===== config.mk =====
export PLATFORM = sky130hd
export DESIGN_NAME = dev_uart_tx
export DESIGN_NICKNAME = d
export VERILOG_FILES = /design/src/rtl/dev_uart_tx_pkg.sv /design/src/rtl/uart_tx_serializer.sv /design/src/rtl/dev_uart_tx.sv
export SDC_FILE = /design/constraint.sdc
export NUM_CORES = 1
export LEC_CHECK = 0
export ABC_AREA = 1
export BUFFER_PORTS_ARGS = -buffer_cell sky130_fd_sc_hd__buf_4
export CORE_MARGIN = 4
export CORE_UTILIZATION = 48
export DETAILED_ROUTE_END_ITERATION = 12
export PLACE_DENSITY = 0.73
export SLEW_MARGIN = 20
export SYNTH_ARGS = -nofsm -noshare
export SYNTH_HDL_FRONTEND = slang
export SYNTH_SLANG_ARGS = --single-unit

===== constraint.sdc =====
create_clock -name clk_i -period 3.9 [get_ports clk_i]
set_clock_uncertainty 0.1 [all_clocks]
set_input_delay 0.39 -clock clk_i [delete_from_list [all_inputs] [get_ports clk_i]]
set_output_delay 0.39 -clock clk_i [all_outputs]
set_load 0.01 [all_outputs]

===== src/rtl/dev_uart_tx_pkg.sv =====
// Shared register offsets, STATUS bit positions and state encodings for dev_uart_tx.
// The S_PAR state only exists when UART_PARITY_EN is defined.
package dev_uart_tx_pkg;

  localparam logic [1:0] REG_TXDATA  = 2'd0;
  localparam logic [1:0] REG_STATUS  = 2'd1;
  localparam logic [1:0] REG_DIVISOR = 2'd2;

  localparam int STAT_FULL      = 0;
  localparam int STAT_EMPTY     = 1;
  localparam int STAT_BUSY      = 2;
  localparam int STAT_PARITY    = 3;
  localparam int STAT_COUNT_LSB = 8;

  localparam int RESET_DIV = 868;

  typedef enum logic [1:0] {B_IDLE, B_RESP, B_WAIT} bus_state_t;

`ifdef UART_PARITY_EN
  localparam logic PARITY_BUILT_IN = 1'b1;
  typedef enum logic [2:0] {S_IDLE, S_START, S_DATA, S_PAR, S_STOP} ser_state_t;
`else
  localparam logic PARITY_BUILT_IN = 1'b0;
  typedef enum logic [2:0] {S_IDLE, S_START, S_DATA, S_STOP} ser_state_t;
`endif

endpackage


===== src/rtl/uart_tx_serializer.sv =====
// Frame serializer: pops bytes from the FIFO head and shifts them out 8N1 (8E1 with UART_PARITY_EN).
// The divisor is latched per frame, so divisor writes only affect the next frame.
module uart_tx_serializer
  import dev_uart_tx_pkg::*;
(
  input  logic        clk,
  input  logic        rst,
  input  logic [15:0] div,
  input  logic        head_valid,
  input  logic [7:0]  head_data,
  output logic        pop,
  output logic        busy,
  output logic        tx
);

  ser_state_t  state, state_next;
  logic [15:0] div_q;
  logic [15:0] cnt;
  logic [2:0]  bit_idx;
  logic [7:0]  shreg;
  logic        bit_end;
  logic        load;

  assign bit_end = (cnt == 16'd0);
  assign pop     = load;
  assign busy    = (state != S_IDLE);

  always_comb begin
    state_next = state;
    load       = 1'b0;
    tx         = 1'b1;
    case (state)
      S_IDLE: begin
        if (head_valid) begin
          load       = 1'b1;
          state_next = S_START;
        end
      end
      S_START: begin
        tx = 1'b0;
        if (bit_end) state_next = S_DATA;
      end
      S_DATA: begin
        tx = shreg[bit_idx];
        if (bit_end && bit_idx == 3'd7) begin
`ifdef UART_PARITY_EN
          state_next = S_PAR;
`else
          state_next = S_STOP;
`endif
        end
      end
`ifdef UART_PARITY_EN
      S_PAR: begin
        tx = ^shreg;
        if (bit_end) state_next = S_STOP;
      end
`endif
      S_STOP: begin
        // Chain straight into the next start bit so queued bytes go out without an idle gap.
        if (bit_end) begin
          if (head_valid) begin
            load       = 1'b1;
            state_next = S_START;
          end else begin
            state_next = S_IDLE;
          end
        end
      end
      default: state_next = S_IDLE;
    endcase
  end

  always_ff @(posedge clk) begin
    if (rst) begin
      state   <= S_IDLE;
      div_q   <= 16'd1;
      cnt     <= 16'd0;
      bit_idx <= 3'd0;
      shreg   <= 8'd0;
    end else begin
      state <= state_next;
      if (load) begin
        shreg   <= head_data;
        div_q   <= div;
        cnt     <= div - 16'd1;
        bit_idx <= 3'd0;
      end else if (state != S_IDLE) begin
        if (bit_end) begin
          cnt <= div_q - 16'd1;
          if (state == S_DATA) bit_idx <= bit_idx + 3'd1;
        end else begin
          cnt <= cnt - 16'd1;
        end
      end
    end
  end

endmodule


===== src/rtl/dev_uart_tx.sv =====
// Memory-mapped UART transmitter on the M_DEVICE port: bus FSM, TX FIFO and registers.
// Define UART_PARITY_EN to add an even-parity bit to every frame.
module dev_uart_tx
  import dev_uart_tx_pkg::*;
#(
  parameter int XLEN        = 32,
  parameter int FIFO_DEPTH  = 16,
  parameter int DEFAULT_DIV = RESET_DIV
) (
  input  logic              clk_i,
  input  logic              rst_i,
  input  logic              dev_strobe_i,
  input  logic [XLEN-1:0]   dev_addr_i,
  input  logic              dev_rw_i,
  input  logic [XLEN/8-1:0] dev_byte_en_i,
  input  logic [XLEN-1:0]   dev_data_i,
  output logic              dev_ready_o,
  output logic [XLEN-1:0]   dev_data_o,
  output logic              tx_o
);

  localparam int PW = $clog2(FIFO_DEPTH);

  bus_state_t      bus_state, bus_next;
  logic [7:0]      mem [FIFO_DEPTH];
  logic [PW:0]     wptr, rptr, count;
  logic            full, empty, push, pop, busy, div_we;
  logic [7:0]      push_data, req_byte;
  logic [15:0]     div_reg, div_eff;
  logic [1:0]      cur_reg;
  logic            is_push_req;
  logic [XLEN-1:0] status_word, read_value, rdata;
  logic            unused_bits;

  assign unused_bits = ^{dev_addr_i[XLEN-1:4], dev_addr_i[1:0],
                         dev_data_i[XLEN-1:16], dev_byte_en_i[XLEN/8-1:2]};

  assign cur_reg     = dev_addr_i[3:2];
  assign is_push_req = dev_rw_i && (cur_reg == REG_TXDATA) && dev_byte_en_i[0];
  assign count       = wptr - rptr;
  assign full        = (count == (PW+1)'(FIFO_DEPTH));
  assign empty       = (wptr == rptr);
  assign div_eff     = (div_reg == 16'd0) ? 16'd1 : div_reg;
  assign dev_ready_o = (bus_state == B_RESP);
  assign dev_data_o  = dev_ready_o ? rdata : '0;

  always_comb begin
    status_word                            = '0;
    status_word[STAT_FULL]                 = full;
    status_word[STAT_EMPTY]                = empty;
    status_word[STAT_BUSY]                 = busy;
    status_word[STAT_PARITY]               = PARITY_BUILT_IN;
    status_word[STAT_COUNT_LSB +: PW+1]    = count;
  end

  always_comb begin
    read_value = '0;
    case (cur_reg)
      REG_STATUS:  read_value = status_word;
      REG_DIVISOR: read_value[15:0] = div_reg;
      default:     read_value = '0;
    endcase
  end

  // A push that finds the FIFO full parks in B_WAIT and is acked only once it lands.
  always_comb begin
    bus_next  = bus_state;
    push      = 1'b0;
    push_data = dev_data_i[7:0];
    div_we    = 1'b0;
    case (bus_state)
      B_IDLE: begin
        if (dev_strobe_i) begin
          if (is_push_req && full) begin
            bus_next = B_WAIT;
          end else begin
            bus_next = B_RESP;
            push     = is_push_req;
            div_we   = dev_rw_i && (cur_reg == REG_DIVISOR);
          end
        end
      end
      B_RESP: bus_next = B_IDLE;
      B_WAIT: begin
        push_data = req_byte;
        if (!full) begin
          push     = 1'b1;
          bus_next = B_RESP;
        end
      end
      default: bus_next = B_IDLE;
    endcase
  end

  always_ff @(posedge clk_i) begin
    if (rst_i) begin
      bus_state <= B_IDLE;
      wptr      <= '0;
      rptr      <= '0;
      div_reg   <= 16'(DEFAULT_DIV);
      rdata     <= '0;
      req_byte  <= 8'd0;
    end else begin
      bus_state <= bus_next;
      if (bus_state == B_IDLE && dev_strobe_i) begin
        req_byte <= dev_data_i[7:0];
        rdata    <= dev_rw_i ? '0 : read_value;
      end
      if (push) wptr <= wptr + (PW+1)'(1);
      if (pop)  rptr <= rptr + (PW+1)'(1);
      if (div_we) begin
        if (dev_byte_en_i[0]) div_reg[7:0]  <= dev_data_i[7:0];
        if (dev_byte_en_i[1]) div_reg[15:8] <= dev_data_i[15:8];
      end
    end
  end

  always_ff @(posedge clk_i) begin
    if (push) mem[wptr[PW-1:0]] <= push_data;
  end

  uart_tx_serializer u_serializer (
    .clk        (clk_i),
    .rst        (rst_i),
    .div        (div_eff),
    .head_valid (!empty),
    .head_data  (mem[rptr[PW-1:0]]),
    .pop        (pop),
    .busy       (busy),
    .tx         (tx_o)
  );

endmodule


## Word-level counts from Yosys, hierarchy flattened

Memories as Yosys holds them, arrays and structs flattened. A register that Yosys moved wholly into a read port is not among the register bits.
Cells that the tools add are included.

- Output and inout bits: 34
- Memory bits (read-only): 0
- Bits in writable memories: 128
- Memories: 1
- Bits of input ports: 72
- Bits in latches: 0
- Logic and storage cells: 88
- Register bits: 106

- Equal/unequal tests: 16
- Divide/modulo/power cells: 0
- $mul: 0
- Add/sub/neg operators: 7
- Bitwise gates (word level): 0
- Magnitude comparators: 1
- Shifts and indexed selects: 0
- Muxes and demuxes: 33
- Reduce and logical (&&, ||, !) cells: 19

Memory list:

| name | words | bits a word | read ports | clocked after Yosys merged registers in | wr ports | RTL line | RTL |
|---|---|---|---|---|---|---|---|
| mem | 16 | 8 | 1 | 1 | 1 | dev_uart_tx.sv:25 | `logic [7:0] mem [FIFO_DEPTH];` |

Operators with widths:

| operator | number |
|---|---|
| $mux W16 | 5 |
| $sub A16 B1 Y16 const B | 3 |
| $logic_not A16 Y1 | 2 |
| $mux W32 | 1 |
| $pmux W16 S2 | 1 |
| $mux W1 | 12 |
| $mux W3 | 4 |
| $pmux W3 S4 | 1 |
| $add A5 B1 Y5 const B | 2 |
| $mux W8 | 1 |
| $eq A3 B2 Y1 const B | 2 |
| $logic_and A1 B1 Y1 | 6 |
| $mux W2 | 3 |
| $ne A2 B1 Y1 const B | 3 |
| $ne A2 B2 Y1 const B | 3 |
| $pmux W1 S2 | 3 |
| $reduce_and A2 Y1 | 3 |
| $eq A5 B5 Y1 | 1 |
| $eq A5 B5 Y1 const B | 1 |
| $sub A5 B5 Y5 | 1 |
| $eq A2 B1 Y1 const B | 2 |
| $eq A2 B2 Y1 const B | 2 |
| $logic_not A2 Y1 | 2 |
| $lt A3 B4 Y1 const B | 1 |
| 11 further kinds | 11 |

## Longest topological paths before layout

Gate-level depths: netlist of the first run.

- Depth in word-level cells: 9
- Depth in mapped cells: 21
- Gate-level depth less buffers: 20

## By module

Synthesis of the first run repeated with hierarchy kept, for this count alone.

- Cells, all modules: 1193
- Area total of the unflattened synthesis: 10894.2 µm²

By module, submodules not included:

| module | area an instance (µm²) | sequential area each (µm²) | instances | cells an instance |
|---|---|---|---|---|
| dev_uart_tx | 8216.6 | 4964.8 | 1 | 807 |
| uart_tx_serializer | 2677.6 | 900.9 | 1 | 386 |

## Worst setup path before layout of the first run

No wires, ideal clock.

- Path type: reg2reg
- Start: reg rptr[1]
- End: reg u_serializer.cnt[8]
- Setup slack: 1.143 ns
- Library setup time: 0.116 ns
- Buffers on the path: 2
- Arrival: 2.541 ns
- Data required time: 3.684 ns
- Cell stages (with the launch flop): 20
- Period minus slack after synthesis: 2.757 ns
- Cells stage by stage: dfxtp_1 -> inv_1 -> clkbuf_1 -> ha_1 -> nand2_1 -> nor2_1 -> nand2_2 -> nand2_2 -> o21ai_4 -> nand2_4 -> buf_6 -> nand2_2 -> nand2_2 -> inv_1 -> ha_1 -> nand2_2 -> o21ai_0 -> nand3_1 -> o211ai_1 -> inv_1

- Cells in the longest elaborated chain, start to end: 5
- Elaborated cells on any way between the ends: 6
- Classes of those cells: 1 x eq/ne; 4 x mux; 1 x reduce/logical

Ends and longest elaborated chain:

| element | RTL line | RTL |
|---|---|---|
| start, declared | dev_uart_tx.sv:26 | `logic [PW:0] wptr, rptr, count;` |
| start signal, assigned | dev_uart_tx.sv:110 | `if (pop) rptr <= rptr + (PW+1)'(1);` |
| $eq A5 B5 Y1 (*) | dev_uart_tx.sv:42 | `assign empty = (wptr == rptr);` |
| $mux W1 (*) | uart_tx_serializer.sv:34, uart_tx_serializer.sv:62 |  |
| $mux W1 | uart_tx_serializer.sv:61 | `if (bit_end) begin` |
| $pmux W1 S2 (*) | uart_tx_serializer.sv:32 | `case (state)` |
| $mux W16 or $reduce_bool A2 Y1 (tied branches) | n/a |  |
| end signal, assigned | uart_tx_serializer.sv:86 | `cnt <= div - 16'd1;` |
| end signal, assigned | uart_tx_serializer.sv:90 | `cnt <= div_q - 16'd1;` |
| end signal, assigned | uart_tx_serializer.sv:93 | `cnt <= cnt - 16'd1;` |
| end, declared | uart_tx_serializer.sv:18 | `logic [15:0] cnt;` |

Mark *: on every way between the ends. The rest lies on a longest branch, timed or not.
A chain may end at the register's enable or synchronous reset.

## Final worst setup path of the first run

- Start: reg wptr[0]
- End: mem mem[15][4] (enable)

- Cells in the longest elaborated chain, start to end: 8
- Elaborated cells on any way between the ends: 9
- Classes of those cells: 1 x add/sub; 1 x eq/ne; 6 x mux; 1 x reduce/logical

Ends and longest elaborated chain:

| element | RTL line | RTL |
|---|---|---|
| start, declared | dev_uart_tx.sv:26 |  |
| start signal, assigned | dev_uart_tx.sv:109 | `if (push) wptr <= wptr + (PW+1)'(1);` |
| $sub A5 B5 Y5 | dev_uart_tx.sv:40 | `assign count = wptr - rptr;` |
| $eq A5 B5 Y1 | dev_uart_tx.sv:41 | `assign full = (count == (PW+1)'(FIFO_DEPTH));` |
| $logic_and A1 B1 Y1 | dev_uart_tx.sv:74 | `if (is_push_req && full) begin` |
| $mux W1 | dev_uart_tx.sv:74 |  |
| $mux W1 | dev_uart_tx.sv:73 | `if (dev_strobe_i) begin` |
| $pmux W1 S2 | dev_uart_tx.sv:71 | `case (bus_state)` |
| $mux W1 | dev_uart_tx.sv:119 | `if (push) mem[wptr[PW-1:0]] <= push_data;` |
| $mux W1 (not written as such) | dev_uart_tx.sv:119 |  |
| end, declared | dev_uart_tx.sv:25 |  |

Parallel ways exist; a longest one is shown, timed or not.

==> results of run 1 <==
[power groups by stage]
stage                     logic (mW)  clock network [mW]  registers [mW]
after CTS                       2.09                2.08            2.76
after detailed placement        2.08                   0            2.80
final                           2.10                2.06            2.76
after floorplan                 1.70                   0            2.77
after global placement          2.05                   0            2.80
after global routing            2.35                2.20            2.77
[per-layer routing]
layer  GRT usage  up-vias
li1            -     3818
met1       0.271     3664
met2       0.315      281
met3      0.0287       38
met4      0.0421        0
met5           0        -
[kinds of logic after synthesis]
logic type               count (synthesis)  share of synthesized area
AND/OR/NAND/NOR                        403                      0.172
AO/OA/AOI/OAI                          277                      0.160
flip-flops                             225                      0.566
buffers and inverters                  170                     0.0706
adder cells (fa/ha/maj)                 21                     0.0264
XOR/XNOR                                 6                    0.00514
other                                    1                   0.000367
[how the worst max path moves through the flow]
| stage | start | endpoint | slack [ns] | cells past startpoint |
|---|---|---|---|---|
| 2_1_floorplan | rptr[1] | u_serializer.cnt[8] | 1.14 | 19 |
| 3_3_place_gp | wptr[0] | mem[15][0] | 0.70 | 11 |
| 3_5_place_dp | wptr[0] | mem[15][4] | 0.64 | 11 |
| 4_1_cts | wptr[0] | mem[15][4] | 0.61 | 11 |
| 5_1_grt | wptr[0] | wptr[4] | 0.30 | 13 |
| 6_report | wptr[0] | mem[15][4] | 0.53 | 11 |
[metrics by stage]
stage                     area, µm²  cells  hold WS (ns)  utilization  setup WS [ns]
after detailed placement      10700   1382         0.352        0.509          0.643
final                         11400   1423       0.00476        0.543          0.527
after global placement        10700   1382         0.350        0.509          0.701
after global routing          11400   1423       0.00677        0.543          0.302
after floorplan               10300   1118         0.330            -           1.14
after CTS                     11400   1423      0.000402        0.543          0.609
[area by class of cell]
| cell class | count | area, µm² |
|---|---|---|
| flip-flops and latches | 225 | 5790 |
| well taps | 275 | 344 |
| multi-input cells | 723 | 3780 |
| clock buffers | 30 | 622 |
| repair buffers | 54 | 408 |
| inverters | 106 | 398 |
| clock inverters | 10 | 78.8 |
| fillers | 1802 | 9610 |
[synth_stat cells, drive strengths merged]
| cell type | count |
|---|---|
| edfxtp | 128 |
| o21bai | 10 |
| o32ai | 1 |
| inv | 103 |
| o22ai | 43 |
| nand2 | 166 |
| nand3b | 3 |
| a31oi | 4 |
| nand4 | 4 |
| a21oi | 45 |
| nor4 | 2 |
| o221ai | 10 |
| a211oi | 7 |
| xnor2 | 3 |
| nand3 | 40 |
| ha | 20 |
| a221oi | 3 |
| or2 | 5 |
| xor2 | 3 |
| nor2 | 180 |
| a22oi | 3 |
| conb | 1 |
| a2111oi | 1 |
| dfxtp | 97 |
| fa | 1 |
| nor3 | 3 |
| a41oi | 5 |
| buf | 25 |
| clkinv | 3 |
| o211ai | 15 |
| clkbuf | 39 |
| o21ai | 129 |
| o221a | 1 |
[critical path, cell delays in order, from the launching register on]
cell      delay, ns
dfxtp_1        0.39
inv_1          0.11
ha_1           0.24
fa_1           0.39
nand3b_1       0.17
nand2_1        0.09
xor2_1         0.11
nand3_1        0.16
nand2_1        0.12
inv_1          0.14
nand2_1        0.17
nor2_1         0.80
==> metrics.md, run 1 <==
| Metric | Value |
|---|---|
| Yosys warns | `0` |
| Leakage | `between 4 and 5 nW` |
| Total global routing overflow | `0` |
| CP required | `approximately 3.9 ns` |
| DR WL/cell | `16.6 µm` |
| Row count | `53` |
| CTS tree | `done` |
| Synth-to-Final Area Change | `11.6%` |
| GRT Total Usage | `0.192` |
| Final setup viols | `0` |
| Area fraction of the dominant cell type after synthesis | `0.376` |
| Post-Syn Area | `10,200 µm²` |
| Setup Buffers After CTS | `0` |
| Status | `complete, no violations` |
| Initial Utilization | `0.487` |
| Via density | `about 5.5` |
| Met1 Wirelength | `roughly 10,000 µm` |
| RSZ-0062 raised after global routing | `false` |
| Antenna violations before repair | `0` |
| Clock power frac | `0.298` |
| Share of cells above drive strength 1 | `0.118` |
| Clk buf depth | `3` |
| Detailed placer's ending HPWL | `between 15,000 and 20,000 µm` |
| Max Freq | `0.296 GHz` |
| Sinks on Clock Net | `approximately 230` |
| Critical path peak fanout | `10` |
| Highest routed layer | `met4` |
| Worst hold path startpoint | `dev_data_i[9]` |
| Vias in the first global route | `7,115` |
| Met2 wire length | `11,200 µm` |
| Area leader, netlist | `edfxtp_1` |
| Commonest non-fill, non-tap cell in the layout | `nor2_1` |
| Internal power | `about 4.5 mW` |
| Met3 WL | `1830 µm` |
| PD cells | `~600 nW/µm²` |
| Setup crit end kind | `register` |
| Max reg flops | `about 130` |
| CTS buffer count | `23` |
| First-pass GRT wire length | `37,100 µm` |
| Post-Synthesis Cells | `1,103` |
| DR pass1 iterations | `5` |
| Largest cells by area after synthesis | `edfxtp_1 (38%), dfxtp_1 (19%), o21ai_0 (6.1%)` |
| Min Clock Period, post-route | `between 3 and 4 ns` |
| DRC viols | `0` |
| DIE AREA | `roughly 24,000 µm²` |
| Hold path depth | `3` |
| Switching power | `approximately 2.4 mW` |
| Total number of vias | `7,801` |
| Fin crit share | `0.865` |
| Distinct cell type count after synthesis | `45` |
| Flop pwr share | `0.399` |
| Clock Tree Root | `clkbuf_16` |
| Reg2reg start | `wptr[0]` |
| Chip width | `154 µm` |
| Worst-Skew Late Latency | `0.51 ns` |
| Power Total | `6.92 mW` |
| Core Area | `between 20,000 and 25,000 µm²` |
| Largest net degree at the start of global routing | `just under 70` |
| Htree depth | `1` |
| Gpl congestion | `roughly 0.9` |
| Cts repair resizes | `0` |
| Setup TNS Final | `0 ns` |
| # nets final | `around 1.2k` |
| Class of the most critical setup path | `register to register` |
| # diodes | `0` |
| Chip height | `about 150 µm` |
| R2R Path End | `mem[15][4]` |
| Port Buffers | `between 40 and 50` |
| Slew headroom | `0.329` |
| Slew Limit Fails | `0` |
| Synthesis-stage register bit count | `225` |
| Hold-fix buffers, CTS | `1` |
| Critical path arrival | `3.40 ns` |
| Reg-to-reg slack, setup | `0.53 ns` |
| I/O pin cnt | `between 100 and 150` |
| Most frequent cells in the layout | `nor2_1 (163), nand2_1 (144), edfxtp_1 (128), o21ai_0 (124), inv_1 (101)` |
| Peak supply drop | `0.398 mV` |
| Post-synthesis sequential area ratio | `0.566` |
| Sw frac | `0.344` |
| Reg2Reg Depth | `11` |
| Max_cap viols | `0` |
| Antenna-violating nets left | `0` |
| Avg Cell Area, Syn | `9.27 µm²` |
| Hold Path Sink | `div_reg[9]` |
| Comb power frac | `0.303` |
| Slew @ Worst Pin | `around 1 ns` |
| Startpoint types | `register` |
| Post-Route WL | `~24,000 µm` |
| Worst-path clk slew | `roughly 0.06 ns` |
| Hold Vio Cnt, Final | `0` |
| DRT iter0 DRCs | `760` |
| HP Class | `primary input to register` |
(Power assumes the default switching activity.)
==> run 2: changes to the inputs <==
--- a/config.mk
+++ b/config.mk
@@ -9,6 +9,7 @@
 export BUFFER_PORTS_ARGS = -buffer_cell sky130_fd_sc_hd__buf_4
 export CORE_MARGIN = 4
 export CORE_UTILIZATION = 48
+export CTS_BUF_LIST = sky130_fd_sc_hd__clkbuf_4 sky130_fd_sc_hd__clkbuf_8
 export DETAILED_ROUTE_END_ITERATION = 12
 export PLACE_DENSITY = 0.73
 export SLEW_MARGIN = 20
==> constraint.sdc (replaced) <==
create_clock -name clk_i -period 3.45 [get_ports clk_i]
set_clock_uncertainty 0.1 [all_clocks]
set_input_delay 0.345 -clock clk_i [delete_from_list [all_inputs] [get_ports clk_i]]
set_output_delay 0.345 -clock clk_i [all_outputs]
set_load 0.01 [all_outputs]
==> metrics.md, run 2 (synthesized netlist as in run 1, its figures left out) <==
| Metric | Value |
|---|---|
| Flop pwr share | `0.391 (was 0.399)` |
| Port Buffers | `41 (unchanged)` |
| Largest net degree at the start of global routing | `68 (unchanged)` |
| Slew @ Worst Pin | `0.854 ns (was 1.00 ns)` |
| RSZ-0062 raised after global routing | `false (unchanged)` |
| Internal power | `5.22 mW (was 4.54 mW)` |
| Row count | `53 (unchanged)` |
| Commonest non-fill, non-tap cell in the layout | `nor2_1 (unchanged)` |
| Final Non-Filler Cells | `1,471 (was 1,423)` |
| Most frequent cells in the layout | `nor2_1 (162), nand2_1 (144), edfxtp_1 (128), o21ai_0 (124), inv_1 (101) (was nor2_1 (163), nand2_1 (144), edfxtp_1 (128), o21ai_0 (124), inv_1 (101))` |
| CP max-delay cell | `nor2_1 (unchanged)` |
| Highest routed layer | `met4 (unchanged)` |
| I/O pin cnt | `106 (unchanged)` |
| DR WL/cell | `16.1 µm (was 16.6 µm)` |
| Met3 WL | `1850 µm (was 1830 µm)` |
| DRT iter0 DRCs | `631 (was 760)` |
| Initial Utilization | `0.487 (unchanged)` |
| Peak supply drop | `0.384 mV (was 0.398 mV)` |
| HP Class | `primary input to register (unchanged)` |
| Share of cells above drive strength 1 | `0.150 (was 0.118)` |
| Slew headroom | `0.428 (was 0.329)` |
| Sinks on Clock Net | `225 (unchanged)` |
| DRC viols | `0 (unchanged)` |
| Met1 Wirelength | `10,500 µm (was 10,200 µm)` |
| Startpoint types | `register (unchanged)` |
| Total global routing overflow | `0 (unchanged)` |
| Worst-Skew Late Latency | `0.56 ns (was 0.51 ns)` |
| Setup TNS Final | `0 ns (unchanged)` |
| # nets final | `1,260 (was 1,226)` |
| DR pass1 iterations | `5 (unchanged)` |
| Switching power | `2.75 mW (was 2.38 mW)` |
| Max_cap viols | `0 (unchanged)` |
| PD cells | `681 nW/µm² (was 606 nW/µm²)` |
| GRT Total Usage | `0.199 (was 0.192)` |
| Core Area | `21,000 µm² (unchanged)` |
| CP required | `3.50 ns (was 3.93 ns)` |
| Final setup viols | `0 (unchanged)` |
| Clk buf depth | `3 (unchanged)` |
| Antenna violations before repair | `0 (unchanged)` |
| Total number of vias | `7,821 (was 7,801)` |
| Vias in the first global route | `7,423 (was 7,115)` |
| Min Clock Period, post-route | `3.25 ns (was 3.37 ns)` |
| Chip height | `154 µm (unchanged)` |
| Hold Vio Cnt, Final | `0 (unchanged)` |
| # diodes | `0 (unchanged)` |
| First-pass GRT wire length | `38,400 µm (was 37,100 µm)` |
| Antenna-violating nets left | `0 (unchanged)` |
| Comb power frac | `0.299 (was 0.303)` |
| Fin crit share | `0.942 (was 0.865)` |
| Detailed placer's ending HPWL | `15,800 µm (was 15,600 µm)` |
| Setup slack after layout | `0.199 ns (was 0.527 ns)` |
| Clock Tree Root | `clkbuf_8 (was clkbuf_16)` |
| Clock power frac | `0.310 (was 0.298)` |
| Max Freq | `0.308 GHz (was 0.296 GHz)` |
| Leakage | `4.49 nW (was 4.32 nW)` |
| Worst-path clk slew | `0.06 ns (about the same)` |
| Slew Limit Fails | `0 (unchanged)` |
| Worst path cell trace | `inv_1, ha_1, fa_1, nand3b_1, nand2_1, xor2_1, nand3_1, nand2_1, inv_1, nand2_1, nor2_1 (unchanged)` |
| Met2 wire length | `10,700 µm (was 11,200 µm)` |
| Critical path arrival | `3.30 ns (was 3.40 ns)` |
| Status | `complete, no violations (unchanged)` |
| Via density | `5.32 (was 5.48)` |
| CTS buffer count | `39 (was 23)` |
| Largest stage delay, worst path | `0.68 ns (was 0.80 ns)` |
| DIE AREA | `23,700 µm² (unchanged)` |
| Max reg flops | `128 (unchanged)` |
| Chip width | `154 µm (unchanged)` |
| Most Frequent Cell on Critical Path | `nand2_1 (unchanged)` |
| Gpl congestion | `0.903 (was 0.878)` |
| Sw frac | `0.345 (was 0.344)` |
| Htree depth | `2 (was 1)` |
| Placed cells | `1,386 (was 1,382)` |
| Critical path peak fanout | `8 (was 10)` |
| Class of the most critical setup path | `register to register (unchanged)` |
| Post-Route WL | `23,700 µm (about the same)` |
| Setup crit end kind | `register (unchanged)` |
| CTS tree | `done (unchanged)` |
| Pre-CTS setup slack | `0.204 ns (was 0.643 ns)` |
| Synth-to-Final Area Change | `14.4% (was 11.6%)` |
-- run 2: cell count changes in the layout (fill, tap and decap cells not counted), sizes merged --
cell         before  now
dlygate4sd3       1   15
clkinvlp          2    1
buf              53   57
bufinv            1    0
clkinv            9    7
clkbuf           30   64
-- run 2: layout make-up --
class | instances | area, µm²
inverters | 106 | 398
well taps | 275 | 344
multi-input cells | 723 | 3780
repair buffers | 72 | 578
fillers | 1806 | 9320
clock buffers | 64 | 756
flip-flops and latches | 225 | 5790
clock inverters | 6 | 61.3
-- run 2: critical path, delay by kind of cell (launching register included) --
kind / cells / cell delay [ns]
xor gates and xnor gates: 1 / 0.10
buffers and inverters: 2 / 0.26
DFF: 1 / 0.38
and+or+nand+nor: 6 / 1.38
adders and majority gates: 2 / 0.64
-- run 2: final timing paths --
| kind | start | endpoint | slack (ns) | depth (start not counted) |
|---|---|---|---|---|
| worst min-delay path | dev_data_i[15] | div_reg[15] | 0.02 | 3 |
| worst max-delay path | wptr[0] | mem[7][3] | 0.20 | 11 |
| worst max register to register | wptr[0] | mem[7][3] | 0.20 | 11 |
| worst min register to register | rdata[5] | rdata[5] | 0.35 | 2 |
-- run 2: power groups by stage --
stage / Sequential (mW) / Combinational, mW / Clock (mW)
3_5_place_dp: 3.17 / 2.37 / 0
4_1_cts: 3.12 / 2.39 / 2.51
5_1_grt: 3.14 / 2.71 / 2.65
6_report: 3.12 / 2.38 / 2.47
2_1_floorplan: 3.13 / 1.92 / 0
3_3_place_gp: 3.17 / 2.32 / 0
-- run 2: through the flow --
step / util / hold WS, ns / cell area (µm²) / total power, mW
after floorplan: - / 0.330 / 10300 / 5.05
after CTS: 0.557 / 0.00114 / 11700 / 8.01
after global placement: 0.511 / 0.349 / 10700 / 5.49
after global routing: 0.557 / 0.0188 / 11700 / 8.50
final: 0.557 / 0.0166 / 11700 / 7.97
after detailed placement: 0.511 / 0.351 / 10700 / 5.53
-- run 2: what timing repair did --
item	4_1_cts	5_1_grt
setup endpoints to repair	0	1
buffers inserted	0	0
hold buffers	15	0
gates resized for setup	0	1
endpoints found under the hold margin	20	0
-- run 2: layer usage --
layer / vias up / global-route usage
met5: - / 0
met4: 0 / 0.0614
met3: 62 / 0.0422
met2: 272 / 0.306
met1: 3594 / 0.284
li1: 3893 / -
